[src/rtl/sum_uart_tx.sv]
// Adds two 4-bit latch values and sends the sum as one UART byte.
// Define UART_TX_PARITY_EN to insert an even-parity bit before stop.
module sum_uart_tx #(
  parameter int CLKS_PER_BIT = 87
) (
  input  logic       clk,
  input  logic       reset_n,
  input  logic       start,
  input  logic [3:0] q_a,
  input  logic [3:0] q_b,
  output logic       tx,
  output logic       busy,
  output logic       done
);

  localparam int CW = $clog2(CLKS_PER_BIT);
  localparam logic [CW-1:0] LAST = CW'(CLKS_PER_BIT - 1);

  typedef enum logic [2:0] {
    IDLE,
    START,
    DATA,
    PARITY,
    STOP
  } state_t;

  state_t        state, state_n;
  logic [CW-1:0] cnt, cnt_n;
  logic [2:0]    idx, idx_n;
  logic [7:0]    sh, sh_n;
  logic          tx_n, busy_n, done_n;
  logic          bit_end;
  logic [4:0]    sum;

  assign sum     = {1'b0, q_a} + {1'b0, q_b};
  assign bit_end = (cnt == LAST);

`ifdef UART_TX_PARITY_EN
  logic par, par_n;

  always_ff @(posedge clk or negedge reset_n) begin
    if (!reset_n) par <= 1'b0;
    else          par <= par_n;
  end
`endif

  always_ff @(posedge clk or negedge reset_n) begin
    if (!reset_n) begin
      state <= IDLE;
      cnt   <= '0;
      idx   <= '0;
      sh    <= '0;
      tx    <= 1'b1;
      busy  <= 1'b0;
      done  <= 1'b0;
    end else begin
      state <= state_n;
      cnt   <= cnt_n;
      idx   <= idx_n;
      sh    <= sh_n;
      tx    <= tx_n;
      busy  <= busy_n;
      done  <= done_n;
    end
  end

  always_comb begin
    state_n = state;
    cnt_n   = cnt;
    idx_n   = idx;
    sh_n    = sh;
    tx_n    = tx;
    busy_n  = busy;
    done_n  = 1'b0;
`ifdef UART_TX_PARITY_EN
    par_n   = par;
`endif
    unique case (state)
      IDLE: begin
        tx_n   = 1'b1;
        busy_n = 1'b0;
        if (start) begin
          state_n = START;
          sh_n    = {3'b000, sum};
          cnt_n   = '0;
          idx_n   = '0;
          tx_n    = 1'b0;
          busy_n  = 1'b1;
`ifdef UART_TX_PARITY_EN
          par_n   = ^sum;
`endif
        end
      end
      START: begin
        if (bit_end) begin
          state_n = DATA;
          cnt_n   = '0;
          tx_n    = sh[0];
        end else begin
          cnt_n = cnt + CW'(1);
        end
      end
      DATA: begin
        if (bit_end) begin
          cnt_n = '0;
          sh_n  = sh >> 1;
          if (idx == 3'd7) begin
`ifdef UART_TX_PARITY_EN
            state_n = PARITY;
            tx_n    = par;
`else
            state_n = STOP;
            tx_n    = 1'b1;
`endif
          end else begin
            idx_n = idx + 3'd1;
            tx_n  = sh[1];
          end
        end else begin
          cnt_n = cnt + CW'(1);
        end
      end
`ifdef UART_TX_PARITY_EN
      PARITY: begin
        if (bit_end) begin
          state_n = STOP;
          cnt_n   = '0;
          tx_n    = 1'b1;
        end else begin
          cnt_n = cnt + CW'(1);
        end
      end
`endif
      STOP: begin
        if (bit_end) begin
          // busy drops and done rises on the same edge
          state_n = IDLE;
          cnt_n   = '0;
          idx_n   = '0;
          tx_n    = 1'b1;
          busy_n  = 1'b0;
          done_n  = 1'b1;
        end else begin
          cnt_n = cnt + CW'(1);
        end
      end
      default: begin
        state_n = IDLE;
        tx_n    = 1'b1;
        busy_n  = 1'b0;
      end
    endcase
  end

endmodule

[config.mk]
export PLATFORM = sky130hd
export DESIGN_NAME = sum_uart_tx
export DESIGN_NICKNAME = d
export VERILOG_FILES = /design/src/rtl/sum_uart_tx.sv
export SDC_FILE = /design/constraint.sdc
export NUM_CORES = 1
export LEC_CHECK = 0
export ABC_AREA = 1
export BUFFER_PORTS_ARGS = -buffer_cell sky130_fd_sc_hd__buf_2
export CORE_MARGIN = 10
export CORE_UTILIZATION = 43
export CTS_BUF_LIST = sky130_fd_sc_hd__clkbuf_4
export CTS_CLUSTER_SIZE = 40
export DETAILED_ROUTE_END_ITERATION = 10
export PLACE_DENSITY_LB_ADDON = 0.05
export REMOVE_ABC_BUFFERS = 1
export SETUP_SLACK_MARGIN = 0.4
export SLEW_MARGIN = 15
export SYNTH_ARGS = -nofsm -noshare
export SYNTH_HDL_FRONTEND = slang
export SYNTH_SLANG_ARGS = --single-unit
[constraint.sdc]
create_clock -name clk -period 1.5 [get_ports clk]
set_input_delay 0.15 -clock clk [delete_from_list [all_inputs] [get_ports clk]]
set_output_delay 0.15 -clock clk [all_outputs]
set_load 0.02 [all_outputs]
# Word level (Yosys, flattened, before mapping)
# Cells that the tools add are included.
# W data, S select, Z words.
[classes] reduce_logical=12 eq_ne=11 n_bitwise=1 n_mux=27 add_sub_neg=3
[ops] op="$mux W3" n=8
[ops] op="$mux W8" n=2
[ops] op="$pmux W8 S2" n=1
[ops] op="$mux W7" n=2
[ops] op="$pmux W7 S2" n=1
[ops] op="$ne A2 B2 Y1 const B" n=6
[ops] op="$pmux W3 S4" n=1
[ops] op="$reduce_and A5 Y1" n=2
[ops] op="$mux W1" n=9
[ops] op="$pmux W3 S3" n=1
[ops] op="$add A7 B1 Y7 const B" n=1
[ops] op="$eq A7 B7 Y1 const B" n=1
[ops] op="$eq A3 B3 Y1 const B" n=2
[ops] op="$reduce_and A3 Y1" n=2
[ops] op="$add A4 B4 Y5" n=1
[ops] op="$pmux W1 S4" n=1
[ops] op="$reduce_and A2 Y1" n=2
[ops] op="$reduce_bool A2 Y1" n=2
[ops] op="$add A3 B1 Y3 const B" n=1
[ops] op="$eq A3 B1 Y1 const B" n=1
[ops] op="$eq A3 B2 Y1 const B" n=1
[ops] op="$logic_not A3 Y1" n=1
[ops] op="$pmux W1 S3" n=1
[ops] op="$reduce_bool A3 Y1" n=1
[ops] op="other kinds (3)" n=3
[totals] regBits=24 out_inout_bits=3 elab_cells=61

# Longest topological paths before layout
[logic_depth] depth_word=4 mapped_depth=10 depth_no_buf=10

# Worst setup path after synthesis
# No wires, ideal clock.
[synth_timing] kind="register -> register" startpoint="register idx[0]" endpoint="register idx[0]" stages_incl_launch_ff=9 n_path_buf=0 setup_time_ns=0.116 arrival_time_ns=1.205 slack_ns=0.179 t_required_ns=1.384 path_cell_list="dfrtp_1 -> ha_1 -> ha_1 -> nand3_1 -> nand2_1 -> nor2_2 -> nand2_2 -> nand2_1 -> nand2_1"
[synth_between] elab_chain_cells=4 elab_cells_between_ends=7 classes_between="1 x add/sub; 2 x eq/ne; 3 x mux; 1 x reduce/logical"
[synth_rtl] item="start: declaration" line="29" text="logic [2:0] idx, idx_n;"
[synth_rtl] item="start signal: assignment" line="59" text="idx <= idx_n;"
[synth_rtl] item="$add A3 B1 Y3" line="116" text="idx_n = idx + 3'd1;"
[synth_rtl] item="$mux W3" line="107" text="if (idx == 3'd7) begin"
[synth_rtl] item="$mux W3" line="104" text="if (bit_end) begin"
[synth_rtl] item="$pmux W3 S3" line="78" text="unique case (state)"
# Several ways; a longest one is shown, not always the timed one. The select of a mux whose other input is x is not followed.
# A chain may end at the register's enable or synchronous reset.

# Worst setup path in the final report
[layout_timing] startpoint="register cnt[0]" endpoint="register state[0]"
[layout_between] elab_chain_cells=3 elab_cells_between_ends=5 classes_between="4 x eq/ne; 1 x reduce/logical"
[layout_rtl] item="start: declaration" line="28" text="logic [CW-1:0] cnt, cnt_n;"
[layout_rtl] item="start signal: assignment" line="58" text="cnt <= cnt_n;"
[layout_rtl] item="$eq A7 B7 Y1 *" line="36" text="assign bit_end = (cnt == LAST);"
[layout_rtl] item="$ne A2 B2 Y1 (no source line)"
[layout_rtl] item="$reduce_and A5 Y1 (no source line) *"
[layout_rtl] item="end signal: assignment" line="57" text="state <= state_n;"
[layout_rtl] item="end: declaration" line="27" text="state_t state, state_n;"
# Every way passes the cells marked *; elsewhere a longest branch is shown, timed or not.

==> results.json <==
{
  "switching_share_pct": 45.15,
  "gp_congestion": 0.8741,
  "syn_inst": 171,
  "final_antenna_net_count": 0,
  "hp-start": "q_b[3]",
  "cts.sinks": 21,
  "max_freq_mhz": 731.3,
  "endpoint_kind": "register",
  "tns_ns": 0,
  "synth_area_leaders": "dfrtp_1 37%, nand2_1 15%, ha_1 7.3%, inv_1 3.9%, nand3_1 3.7%",
  "hold_end": "sh[4]$_DFFE_PN0P_",
  "die_y_um": 76.32,
  "drt_iter0_drc": 86,
  "p_clk_share_pct": 9.1,
  "cts-root-buf": "clkbuf_4",
  "cts_buffer_depth": 2,
  "hold_violations": 0,
  "syn_area_um2": 1364,
  "vias": 1211,
  "drv_slew": 0,
  "synth_warnings": 0,
  "rr_startpoint": "cnt[0]$_DFFE_PN0P_",
  "worst_path_most_repeated_cell": "nand2_2",
  "setup_viol": 0,
  "tritoncts": "built",
  "dr.pass1.iters": 4,
  "power.switching_mw": 1.388,
  "cp_cell_sequence": "inv_1, ha_2, nand2_2, nor2_4, nand2_4, buf_4, buf_6, nand2_2, nand2_1",
  "grt_pass1_vias": 1167,
  "pwr-share-seq_pct": 32.2,
  "die-area_um2": 5824,
  "die_w_um": 76.32,
  "grt_usage_pct": 10.19,
  "pwr_density_cell_nw_per_um2": 1719,
  "relSlewSlack_pct": 68.05,
  "htree_num_levels": 1,
  "synth-seq-area-share_pct": 38.62,
  "r2r_slack_ns": 0.13,
  "antenna_found_initial": 0,
  "whs_ns": 0.2446,
  "comb_power_share_pct": 58.8,
  "cp_max_fo": 7,
  "start_util_pct": 44.67,
  "hp-class": "in -> reg",
  "tightest_slew_ns": 0.4792,
  "critPathRequiredTime_ns": 1.71,
  "syn2layout_area_growth_pct": 31.19,
  "cpPeakStageDelay_ns": 0.40,
  "io_buffer_count": 13,
  "cts_buffers": 3,
  "grt_overflow": 0,
  "critPathBufInv": 3,
  "clock_skew_ns": 0.008119,
  "fin_crit_ns": 1.367,
  "arrival_ns": 1.57,
  "clock_insertion_delay_worst_skew_ns": 0.31,
  "place_hpwl_mm": 2.163,
  "drive_gt1_share_pct": 34.47,
  "rsz0062_at_grt": "yes",
  "nets": 227,
  "final_util_pct": 58.61,
  "drc": 0,
  "min_period_over_period_pct": 91.16,
  "grt_pass1_wl_mm": 4.988,
  "critPathKind": "reg -> reg",
  "routed_wl_mm": 3.039,
  "yosys.area.top_type_share_pct": 36.70,
  "p_leak_nw": 0.8849,
  "peakVddDrop_mv": 0.7552,
  "critical-path-top-delay-family": "flip-flops",
  "r2r-end": "state[0]$_DFFE_PN0P_",
  "cp_slowest_cell": "dfrtp_1",
  "avgSynthCellArea_um2": 7.975,
  "cts.clk_slew.worst_paths_ns": 0.13,
  "ioPinCount": 14,
  "grt_start_max_net_pins": 22,
  "p_int_mw": 1.687,
  "ys_ff_latch": 21,
  "status": "completed",
  "hold_depth": 4,
  "crit_path_start_kind": "register",
  "coreArea_um2": 3053,
  "worstRegToRegCells": 9,
  "yosysTopAreaCell": "dfrtp_1",
  "rows": 20,
  "maxCapViolCount": 0,
  "synth_cell_types": 29,
  "viasPerCell": 4.844,
  "antenna_cells": 0,
  "wire_per_inst_um": 12.16
}
==> synthesized netlist by cell type <==
cell       n
nand2_8    1
o21ai_0    6
o21a_1     1
or2_1      1
nand2_4    2
inv_1     14
o21bai_1   1
nand3_4    1
o21ai_4    1
dfrtp_1   20
nor2_1     9
nand3b_1   4
ha_1       8
fa_1       1
inv_4      1
buf_6      1
inv_2      3
dfstp_2    1
o21ai_2    1
nand3_1   10
or2_2      1
nand4_1    6
nand2_1   56
nor2_4     2
o21ai_1    7
nand2_2    5
xor2_1     1
a21oi_1    3
nor2_2     3
==> per-stage QoR <==
stage	area, um2	worst slack, ns	instances	power (mW)
6_report	1789	0.1326	250	3.075
5_1_grt	1789	0.06269	250	3.350
4_1_cts	1680	0.1512	243	2.887
3_5_place_dp	1488	0.05136	229	2.345
3_3_place_gp	1488	0.1179	229	2.309
2_1_floorplan	1353	0.1742	170	1.990
==> worst reg2reg max path, cell delays in order, from the launching register on <==
cell and delay (ns):
dfrtp_1 0.40, inv_1 0.07, ha_2 0.17, nand2_2 0.06
nor2_4 0.11, nand2_4 0.11, buf_4 0.16, buf_6 0.11
nand2_2 0.04, nand2_1 0.04
==> cells by family (layout without fill, tap and decap cells) <==
group           after synthesis  in the layout  synth area share, %
simple gates                101            101                37.16
flops                        21             21                38.62
compound gates               20             20                8.808
buf+inv                      19             54                5.963
fa+ha+maj                     9              9                8.808
xor+xnor                      1              1               0.6423
==> area by class of cell <==
class	instances	area, um2
Clock buffer	3	22.52
Clock inverter	1	5.005
Fill cell	281	1264
Inverter	18	82.58
Multi-Input combinational cell	131	840.8
Sequential cell	21	530.5
Tap cell	44	55.05
Timing Repair Buffer	32	252.7
==> power by group through the flow <==
stage          Sequential [mW]  Combinational [mW]  Clock [mW]
6_report                 0.989                1.81       0.279
5_1_grt                   1.01                2.02       0.315
4_1_cts                  0.985                1.61       0.291
3_5_place_dp              1.00                1.34           0
3_3_place_gp             0.991                1.32           0
2_1_floorplan             1.01               0.982           0
==> how the worst max path moves through the flow <==
stage | depth (start not counted) | slack [ns] | start | to
finish | 9 | 0.13 | cnt[0]$_DFFE_PN0P_ | state[0]$_DFFE_PN0P_
global route | 10 | 0.06 | cnt[0]$_DFFE_PN0P_ | sh[3]$_DFFE_PN0P_
CTS | 8 | 0.15 | idx[1]$_DFFE_PN0P_ | idx[1]$_DFFE_PN0P_
detailed placement | 8 | 0.05 | idx[0]$_DFFE_PN0P_ | idx[1]$_DFFE_PN0P_
global placement | 7 | 0.12 | state[1]$_DFFE_PN0P_ | state[1]$_DFFE_PN0P_
floorplan | 8 | 0.17 | idx[0]$_DFFE_PN0P_ | idx[0]$_DFFE_PN0P_
==> cells in the final DEF (no fill, tap or decap), types with 5 or more instances in the layout <==
master	synthesis	final
nand2_2	5	7
buf_2	0	12
nor2_1	9	8
nand2_1	56	52
buf_4	0	13
nand4_1	6	6
dfrtp_1	20	17
o21ai_1	7	9
nand3_1	10	8
inv_1	14	14
nor2_4	2	5
==> registers in the layout (all words and copies together), names as in the netlist <==
signal,cells
sh,5
busy,1
cnt,7
state,3
done,1
tx,1
idx,3
==> timing repair <==
action / CTS / global route
endpoints found under the setup margin: 21 / 22
gates resized for setup: 23 / 10
setup buffers: 9 / 7
pin swaps: 9 / 16
hold buffers: 1 / 0
hold endpoints to repair: 20 / 0
==> routing by layer <==
layer	up-vias	GRT usage (%)	part of all wire, %	wire length [um]
met4	0	4.275	1.2	36
li1	631	-	-	-
met1	561	11.73	46	1411
met5	-	0	0	0
met2	15	17.94	50	1531
met3	4	1.887	2.0	61
Note: power is estimated with default switching activity, not from simulation.
